==> src/rtl/audio_sample_fifo_sc.sv <==
// Single-clock audio sample FIFO with prefill gate, selectable overflow policy,
// occupancy/threshold flags and sticky error flags; unserved reads return NULL_VALUE.
module audio_sample_fifo_sc #(
    parameter int unsigned              DATA_WIDTH = 8,
    parameter int unsigned              ADDR_WIDTH = 9,
    parameter logic [DATA_WIDTH-1:0]    NULL_VALUE = DATA_WIDTH'(8'h80),
    parameter int unsigned              PREFILL    = 256,
    parameter int unsigned              AFULL_THR  = 448,
    parameter int unsigned              AEMPTY_THR = 64,
    parameter int unsigned              OVF_MODE   = 0
) (
    input  logic                  clk,
    input  logic                  rst,
    input  logic                  flush_i,
    input  logic [DATA_WIDTH-1:0] dat_i,
    input  logic                  we_i,
    input  logic                  re_i,
    output logic [DATA_WIDTH-1:0] dat_o,
    output logic                  valid_o,
    output logic                  empty_o,
    output logic                  full_o,
    output logic                  aempty_o,
    output logic                  afull_o,
    output logic [ADDR_WIDTH:0]   level_o,
    output logic                  primed_o,
    output logic                  ovf_o,
    output logic                  unf_o,
    input  logic                  clr_flags_i
);

    localparam int unsigned      DEPTH      = 1 << ADDR_WIDTH;
    localparam int unsigned      LVL_W      = ADDR_WIDTH + 1;
    localparam logic [LVL_W-1:0] LVL_DEPTH  = LVL_W'(DEPTH);
    localparam logic [LVL_W-1:0] LVL_PRE    = LVL_W'(PREFILL);
    localparam logic [LVL_W-1:0] LVL_AFULL  = LVL_W'(AFULL_THR);
    localparam logic [LVL_W-1:0] LVL_AEMPTY = LVL_W'(AEMPTY_THR);

    typedef enum logic {
        ST_FILL = 1'b0,
        ST_RUN  = 1'b1
    } state_t;

    state_t                  r_state;
    state_t                  w_state_nxt;

    logic [DATA_WIDTH-1:0]   r_mem [DEPTH];
    logic [ADDR_WIDTH-1:0]   r_wptr;
    logic [ADDR_WIDTH-1:0]   r_rptr;
    logic [LVL_W-1:0]        r_level;
    logic [DATA_WIDTH-1:0]   r_dat;
    logic                    r_valid;
    logic                    r_empty;
    logic                    r_full;
    logic                    r_aempty;
    logic                    r_afull;
    logic                    r_ovf;
    logic                    r_unf;

    logic                    w_full_now;
    logic                    w_rd_acc;
    logic                    w_underrun;
    logic                    w_wr_store;
    logic                    w_ovr;
    logic                    w_ovf_ev;
    logic                    w_lvl_inc;
    logic [LVL_W-1:0]        w_level_nxt;

    always_ff @(posedge clk) begin
        if (!rst) begin
            r_state <= ST_FILL;
        end else if (flush_i) begin
            r_state <= ST_FILL;
        end else begin
            r_state <= w_state_nxt;
        end
    end

    // Next state plus read/write acceptance; FILL gates reads until the prefill level is seen.
    always_comb begin
        w_state_nxt = r_state;
        w_rd_acc    = 1'b0;
        w_underrun  = 1'b0;
        w_wr_store  = 1'b0;
        w_ovr       = 1'b0;
        w_ovf_ev    = 1'b0;
        w_full_now  = (r_level == LVL_DEPTH);

        case (r_state)
            ST_FILL: begin
                if (r_level >= LVL_PRE) begin
                    w_state_nxt = ST_RUN;
                end
            end
            ST_RUN: begin
                if (re_i) begin
                    if (r_level != '0) begin
                        w_rd_acc = 1'b1;
                    end else begin
                        w_underrun  = 1'b1;
                        w_state_nxt = ST_FILL;
                    end
                end
            end
            default: w_state_nxt = ST_FILL;
        endcase

        if (we_i) begin
            if (!w_full_now || w_rd_acc) begin
                w_wr_store = 1'b1;
            end else begin
                w_ovf_ev = 1'b1;
                if (OVF_MODE != 0) begin
                    w_wr_store = 1'b1;
                    w_ovr      = 1'b1;
                end
            end
        end

        w_lvl_inc   = w_wr_store && !w_ovr;
        w_level_nxt = r_level + LVL_W'(w_lvl_inc) - LVL_W'(w_rd_acc);
    end

    always_ff @(posedge clk) begin
        if (rst && !flush_i && w_wr_store) begin
            r_mem[r_wptr] <= dat_i;
        end
    end

    // Pointers, occupancy, flags and the registered read port.
    always_ff @(posedge clk) begin
        if (!rst || flush_i) begin
            r_wptr   <= '0;
            r_rptr   <= '0;
            r_level  <= '0;
            r_dat    <= NULL_VALUE;
            r_valid  <= 1'b0;
            r_empty  <= 1'b1;
            r_full   <= 1'b0;
            r_aempty <= 1'b1;
            r_afull  <= 1'b0;
        end else begin
            if (w_wr_store) begin
                r_wptr <= r_wptr + ADDR_WIDTH'(1);
            end
            if (w_rd_acc || w_ovr) begin
                r_rptr <= r_rptr + ADDR_WIDTH'(1);
            end
            if (w_rd_acc) begin
                r_dat   <= r_mem[r_rptr];
                r_valid <= 1'b1;
            end else begin
                if (re_i) begin
                    r_dat <= NULL_VALUE;
                end
                r_valid <= 1'b0;
            end
            r_level  <= w_level_nxt;
            r_empty  <= (w_level_nxt == '0);
            r_full   <= (w_level_nxt == LVL_DEPTH);
            r_aempty <= (w_level_nxt <= LVL_AEMPTY);
            r_afull  <= (w_level_nxt >= LVL_AFULL);
        end
    end

    // Sticky error flags survive flush; a new event beats a simultaneous clear.
    always_ff @(posedge clk) begin
        if (!rst) begin
            r_ovf <= 1'b0;
            r_unf <= 1'b0;
        end else if (!flush_i) begin
            r_ovf <= w_ovf_ev   | (r_ovf & ~clr_flags_i);
            r_unf <= w_underrun | (r_unf & ~clr_flags_i);
        end
    end

    assign dat_o    = r_dat;
    assign valid_o  = r_valid;
    assign empty_o  = r_empty;
    assign full_o   = r_full;
    assign aempty_o = r_aempty;
    assign afull_o  = r_afull;
    assign level_o  = r_level;
    assign primed_o = (r_state == ST_RUN);
    assign ovf_o    = r_ovf;
    assign unf_o    = r_unf;

endmodule

==> config.mk <==
export PLATFORM = sky130hd
export DESIGN_NAME = audio_sample_fifo_sc
export DESIGN_NICKNAME = d
export VERILOG_FILES = /design/src/rtl/audio_sample_fifo_sc.sv
export SDC_FILE = /design/constraint.sdc
export NUM_CORES = 2
export LEC_CHECK = 0
export BUFFER_PORTS_ARGS = -buffer_cell sky130_fd_sc_hd__buf_4
export CAP_MARGIN = 20
export CELL_PAD_IN_SITES_DETAIL_PLACEMENT = 1
export CELL_PAD_IN_SITES_GLOBAL_PLACEMENT = 1
export CORE_UTILIZATION = 40
export CTS_BUF_LIST = sky130_fd_sc_hd__clkbuf_4
export DETAILED_ROUTE_END_ITERATION = 16
export PLACE_DENSITY = 0.74
export SYNTH_ARGS = -nofsm -noshare
export SYNTH_HDL_FRONTEND = slang
export SYNTH_SLANG_ARGS = --single-unit
export TNS_END_PERCENT = 5
==> constraint.sdc <==
create_clock -name clk -period 3.8 [get_ports clk]
set_clock_uncertainty 0.15 [all_clocks]
set_input_delay 0.19 -clock clk [delete_from_list [all_inputs] [get_ports clk]]
set_output_delay 0.19 -clock clk [all_outputs]
set_load 0.03 [all_outputs]
Word-level counts from Yosys, hierarchy flattened
Memory sizes are Yosys's and may differ from the RTL's. A register that Yosys moved wholly into a read port is not among the register bits.
Index checks and enable logic that the tools add are counted.
- multiplexer cells: 20
- multipliers: 0
- equal/unequal tests: 2
- shift operators: 0
- divide/modulo/power cells: 0
- bitwise gates (word level): 7
- add/subtract/negate cells: 4
- reductions and logical operators: 11
- order comparisons: 3
- operator list (cell ; number):
    equality test 10 bit (second input constant) ; 2
    greater-or-equal comparator 10 x 9 -> 1 bit (second input constant) ; 2
    adder 9 x 1 -> 9 bit (second input constant) ; 2
    two-way mux 9 bit ; 2
    two-way mux 8 bit ; 2
    two-way mux 1 bit ; 15
    adder 10 x 1 -> 10 bit ; 1
    <= comparator 10 x 7 -> 1 bit (second input constant) ; 1
    logical NOT 10 bit ; 1
    nonzero test 10 bit ; 1
    subtractor 10 x 1 -> 10 bit ; 1
    logical NOT 1 bit ; 3
    inverter 1 bit ; 3
    AND 1 bit ; 2
    logical AND 1 bit ; 2
    logical OR 1 bit ; 2
    bitwise OR 1 bit ; 2
    one-hot mux 1 bit (2 select lines) ; 1
    nonzero test 2 bit ; 1
    OR reduction 2 bit ; 1
- memories kept: 1
- output and inout bits: 26
- ROM bits: 0
- bits in latches: 0
- register bits after elaboration: 44
- RAM bits: 4096
- bits of input ports: 14
- logic and storage cells: 60
- memories (name ; depth ; width ; read ports ; clocked after Yosys merged registers in ; wr ports ; RTL line ; text):
    r_mem ; 512 ; 8 ; 1 ; 1 ; 1 ; 46 ; logic [DATA_WIDTH-1:0] r_mem [DEPTH];

Depth between registers and ports, before layout
- depth after elaboration: 10
- gate-level depth with buffers: 19
- gate-level depth less buffers: 19

Worst setup path before layout
OpenSTA, ideal clock, no wires.
- path type: reg-to-reg
- from: register r_level[2] (netlist: level_o[2])
- to: register r_aempty (netlist: aempty_o)
- required time: 3558 ps
- setup time: 92 ps
- path slack: -69 ps
- data arrival time: 3627 ps
- stages on the path, launching flop included: 20
- clock period less this slack: 3869 ps
- path through: dfxtp_1 -> inv_1 -> ha_1 -> nand2_1 -> nor3_1 -> a31oi_1 -> nor2b_1 -> inv_1 -> o21ai_0 -> ha_1 -> inv_1 -> fa_1 -> nand2b_1 -> a21oi_1 -> o21ai_0 -> a21oi_1 -> o41ai_1 -> xnor2_1 -> nor2_1 -> nor4_1
- word-level cells in the longest chain between the ends: 10
- elaborated cells between the ends (all ways): 12
- ends and longest elaborated chain (item ; RTL line ; text):
    from (decl) ; 49 ; logic [LVL_W-1:0] r_level;
    from (signal assigned) ; 157 ; r_level <= w_level_nxt;
    nonzero test 10 bit ; 96 ; if (r_level != '0) begin
    two-way mux 1 bit ; 96 ;
    two-way mux 1 bit ; 95 ; if (re_i) begin
    two-way mux 1 bit ; 88 ; case (r_state)
    logical OR 1 bit ; 108 ; if (!w_full_now || w_rd_acc) begin
    two-way mux 1 bit ; 108 ;
    two-way mux 1 bit ; 107 ; if (we_i) begin
    adder 10 x 1 -> 10 bit ; 120 ; w_level_nxt = r_level + LVL_W'(w_lvl_inc) - LVL_W'(w_rd_acc);
    subtractor 10 x 1 -> 10 bit (*) ; 120 ;
    <= comparator 10 x 7 -> 1 bit (*) ; 160 ; r_aempty <= (w_level_nxt <= LVL_AEMPTY);
    to (signal assigned) ; 160 ;
    to (decl) ; 54 ; logic r_aempty;
Mark *: on every way between the ends. The rest lies on a longest branch, timed or not.
A chain may end at the register's enable or synchronous reset.

==> results.cfg <==
[run_status]
status = finished with violations
violations = setup timing

[placed_design]
gp_congestion = 0.876
dp_hpwl_um = 290000
io_buffer_count = 39

[sta]
period_share_pct = 101
worst_slew_pin_slew_ns = 1.14
slew_headroom_pct = 23.4
hold_ws_ns = 0.113
hold_viol = 0
clock.fmax_mhz = 260
min_period_ns = 3.84
rsz0062_at_grt = yes
finalSetupTns_ns = -0.0403
slew_viol_final = 0
fin_ws_ns = -0.0403
setup_viol = 1

[routing]
drt_first_iter_violations = 11100
viasPerCell = 5.90
routed_wirelength_um = 471000
wire_per_inst_um = 31.2
ant_nets = 0
dr_total_vias = 89000
detailedRoute.firstPassIterationCount = 6
drc = 0

[logic_synthesis]
ys_ff_latch = 4149
syn_nets = 7669
synthFlopType = edfxtp_1
ys_warn_count = 0
netlist_area_um2 = 160000
synthArstFlopShare_pct = 0
yosysSeqAreaShare_pct = 77.5
synthCells = 7635
synth_cell_types = 67
avgSynthCellArea_um2 = 21.0
synth_edf_count = 4096

[critical_path]
critPathLaunchType = flip-flop
path_class = reg -> reg
r2r_end = dat_o[7]
critPathCapture = dat_o[7]
cp.arrival_ns = 5.24
r2r_setup_slack_ns = -0.04
crit_path_end_kind = flip-flop
cp_max_fo = 45
critical_path_required_ns = 5.20
ff2ff_path_depth = 10

[floorplanning]
start_util_pct = 40.3
num_rows = 231
die_y_um = 635
die_w_um = 635
dieArea_um2 = 403000
core_um2 = 397000
io_pins = 40

[grt]
grt_pass1_wl_um = 673000
grt-ovfl-total = 0
grt_use_total_pct = 23.4
antenna_found_initial = 21
grt_start_max_net_pins = 123
grt_pass1_vias = 94800

[cts]
cts_tree = yes
numCtsBuffers = 1120
h-tree-depth = 7
max-clock-path-buffers = 5
cts.sinks = 4149
clk_pin_slew_ns = 0.07
root_buffer = clkbuf_4
worstSkewPairLatency_ns = 1.71

[job]
maxCapViolCount = 0

[power]
leakage_nw = 57.8
power_density_nw_per_um2 = 487
finalPower_mw = 90.7
peakVddDrop_v = 0.000419

[hold_path]
hp-start = dat_i[2]
hold_class = in -> reg

[layout]
final_nets = 9216
layout.cells.most_common = edfxtp_1
final_cell_mix = 4,096 x edfxtp_1, 1,569 x clkbuf_4, 897 x mux4_2
layout-drive-gt1-share_pct = 35.5
syn_to_final_growth_pct = 16.3
[worst max-delay path, cell delays in order (launching register included)]
cell and delay (ns):
dfxtp_4 0.45, buf_12 0.22, buf_12 0.28, buf_4 0.27, mux4_2 0.35, mux4_2 0.57, nand2b_1 0.20, a311oi_1 0.39
nor4_1 0.13, nor2_1 0.37, o32ai_1 0.20
[per-stage QoR]
step	setup WS, ns	instances	utilization, %	instance area [µm²]
6_report	-0.0403	15100	46.9	186000
4_1_cts	-0.0524	15100	46.8	186000
3_3_place_gp	-0.200	13300	43.4	172000
5_1_grt	-0.0255	15100	46.9	186000
2_1_floorplan	0.0695	7635	-	160000
3_5_place_dp	-0.0683	13300	43.4	172000
[kinds of logic (layout without fill, tap and decap cells)]
group / Yosys count / in the layout / share of synthesized area (%)
AOI/OAI and AO/OA: 747 / 747 / 3.28
muxes: 1239 / 1239 / 14.8
and+or+nand+nor: 965 / 965 / 2.61
xor gates and xnor gates: 19 / 19 / 0.104
adders and majority gates: 20 / 20 / 0.161
other: 0 / 16 / 0
DFF: 4149 / 4149 / 77.5
buffers and inverters: 496 / 2701 / 1.60
[worst min-delay path by stage]
stage          cells past startpoint             to
2_1_floorplan                      0    r_mem[0][0]
3_3_place_gp                       2          ovf_o
4_1_cts                            7       primed_o
3_5_place_dp                       2          ovf_o
5_1_grt                            4  r_mem[281][2]
6_report                           4  r_mem[283][2]
[area by class of cell]
cell class,instances,area (µm²)
multi-input combinational,2990,33800
antenna,16,40.0
fill,37300,211000
inverter,22,87.6
clock buffer,1569,11800
tap,5242,6560
sequential,4149,124000
clock inverter,211,1250
timing repair buffer,899,8580
[where the power goes]
group          internal, mW  total (mW)  leakage (nW)  switching (mW)
logic                 0.690        2.30          12.7            1.61
registers              50.3        50.3          37.2          0.0301
clock network          19.9        38.1          7.87            18.2
[layer usage]
| layer | global-route usage [%] | vias up | share of wire, % |
|---|---|---|---|
| li1 | - | 35500 | - |
| met1 | 29.5 | 46900 | 38 |
| met2 | 37.4 | 5573 | 48 |
| met3 | 6.25 | 1093 | 9.7 |
| met4 | 11.7 | 14 | 4.5 |
| met5 | 0 | - | 0.019 |
[synthesized netlist by cell type, types with 17 or more instances]
master	number	area [µm²]
nand2_1	125	469
nor2_1	580	2180
edfxtp_1	4096	123000
mux2i_1	330	3300
a22o_1	18	158
mux4_2	897	20200
dfxtp_1	53	1060
inv_1	22	82.6
ha_1	19	238
o22ai_1	67	419
buf_6	29	327
a21oi_1	132	661
buf_4	87	653
buf_2	130	651
o21ai_1	21	105
a211oi_1	61	458
a31oi_1	26	163
a22oi_1	213	1600
o21ai_0	25	125
nand3_1	95	475
nand4_1	22	138
or2_2	17	106
o221ai_1	106	928
clkbuf_1	217	815
o211ai_1	28	210
nor3_1	34	170
[state kept, by name (all words and copies together) (netlist names), named ones only]
| name | cells |
|---|---|
| ovf_o | 1 |
| unf_o | 1 |
| r_mem | 4096 |
| afull_o | 1 |
| full_o | 1 |
| primed_o | 1 |
| valid_o | 1 |
| dat_o | 8 |
| r_wptr | 9 |
| level_o | 10 |
| r_rptr | 9 |
| aempty_o | 1 |
| empty_o | 1 |
[repair_timing]
action,CTS,global route
resized for setup,7,30
hold buffers,43,0
setup buffers,0,2
setup endpoints to repair,13,122
hold endpoints to repair,7156,0
cloned,0,1
pin swaps,1,7
Note: power is estimated with default switching activity, not from simulation.
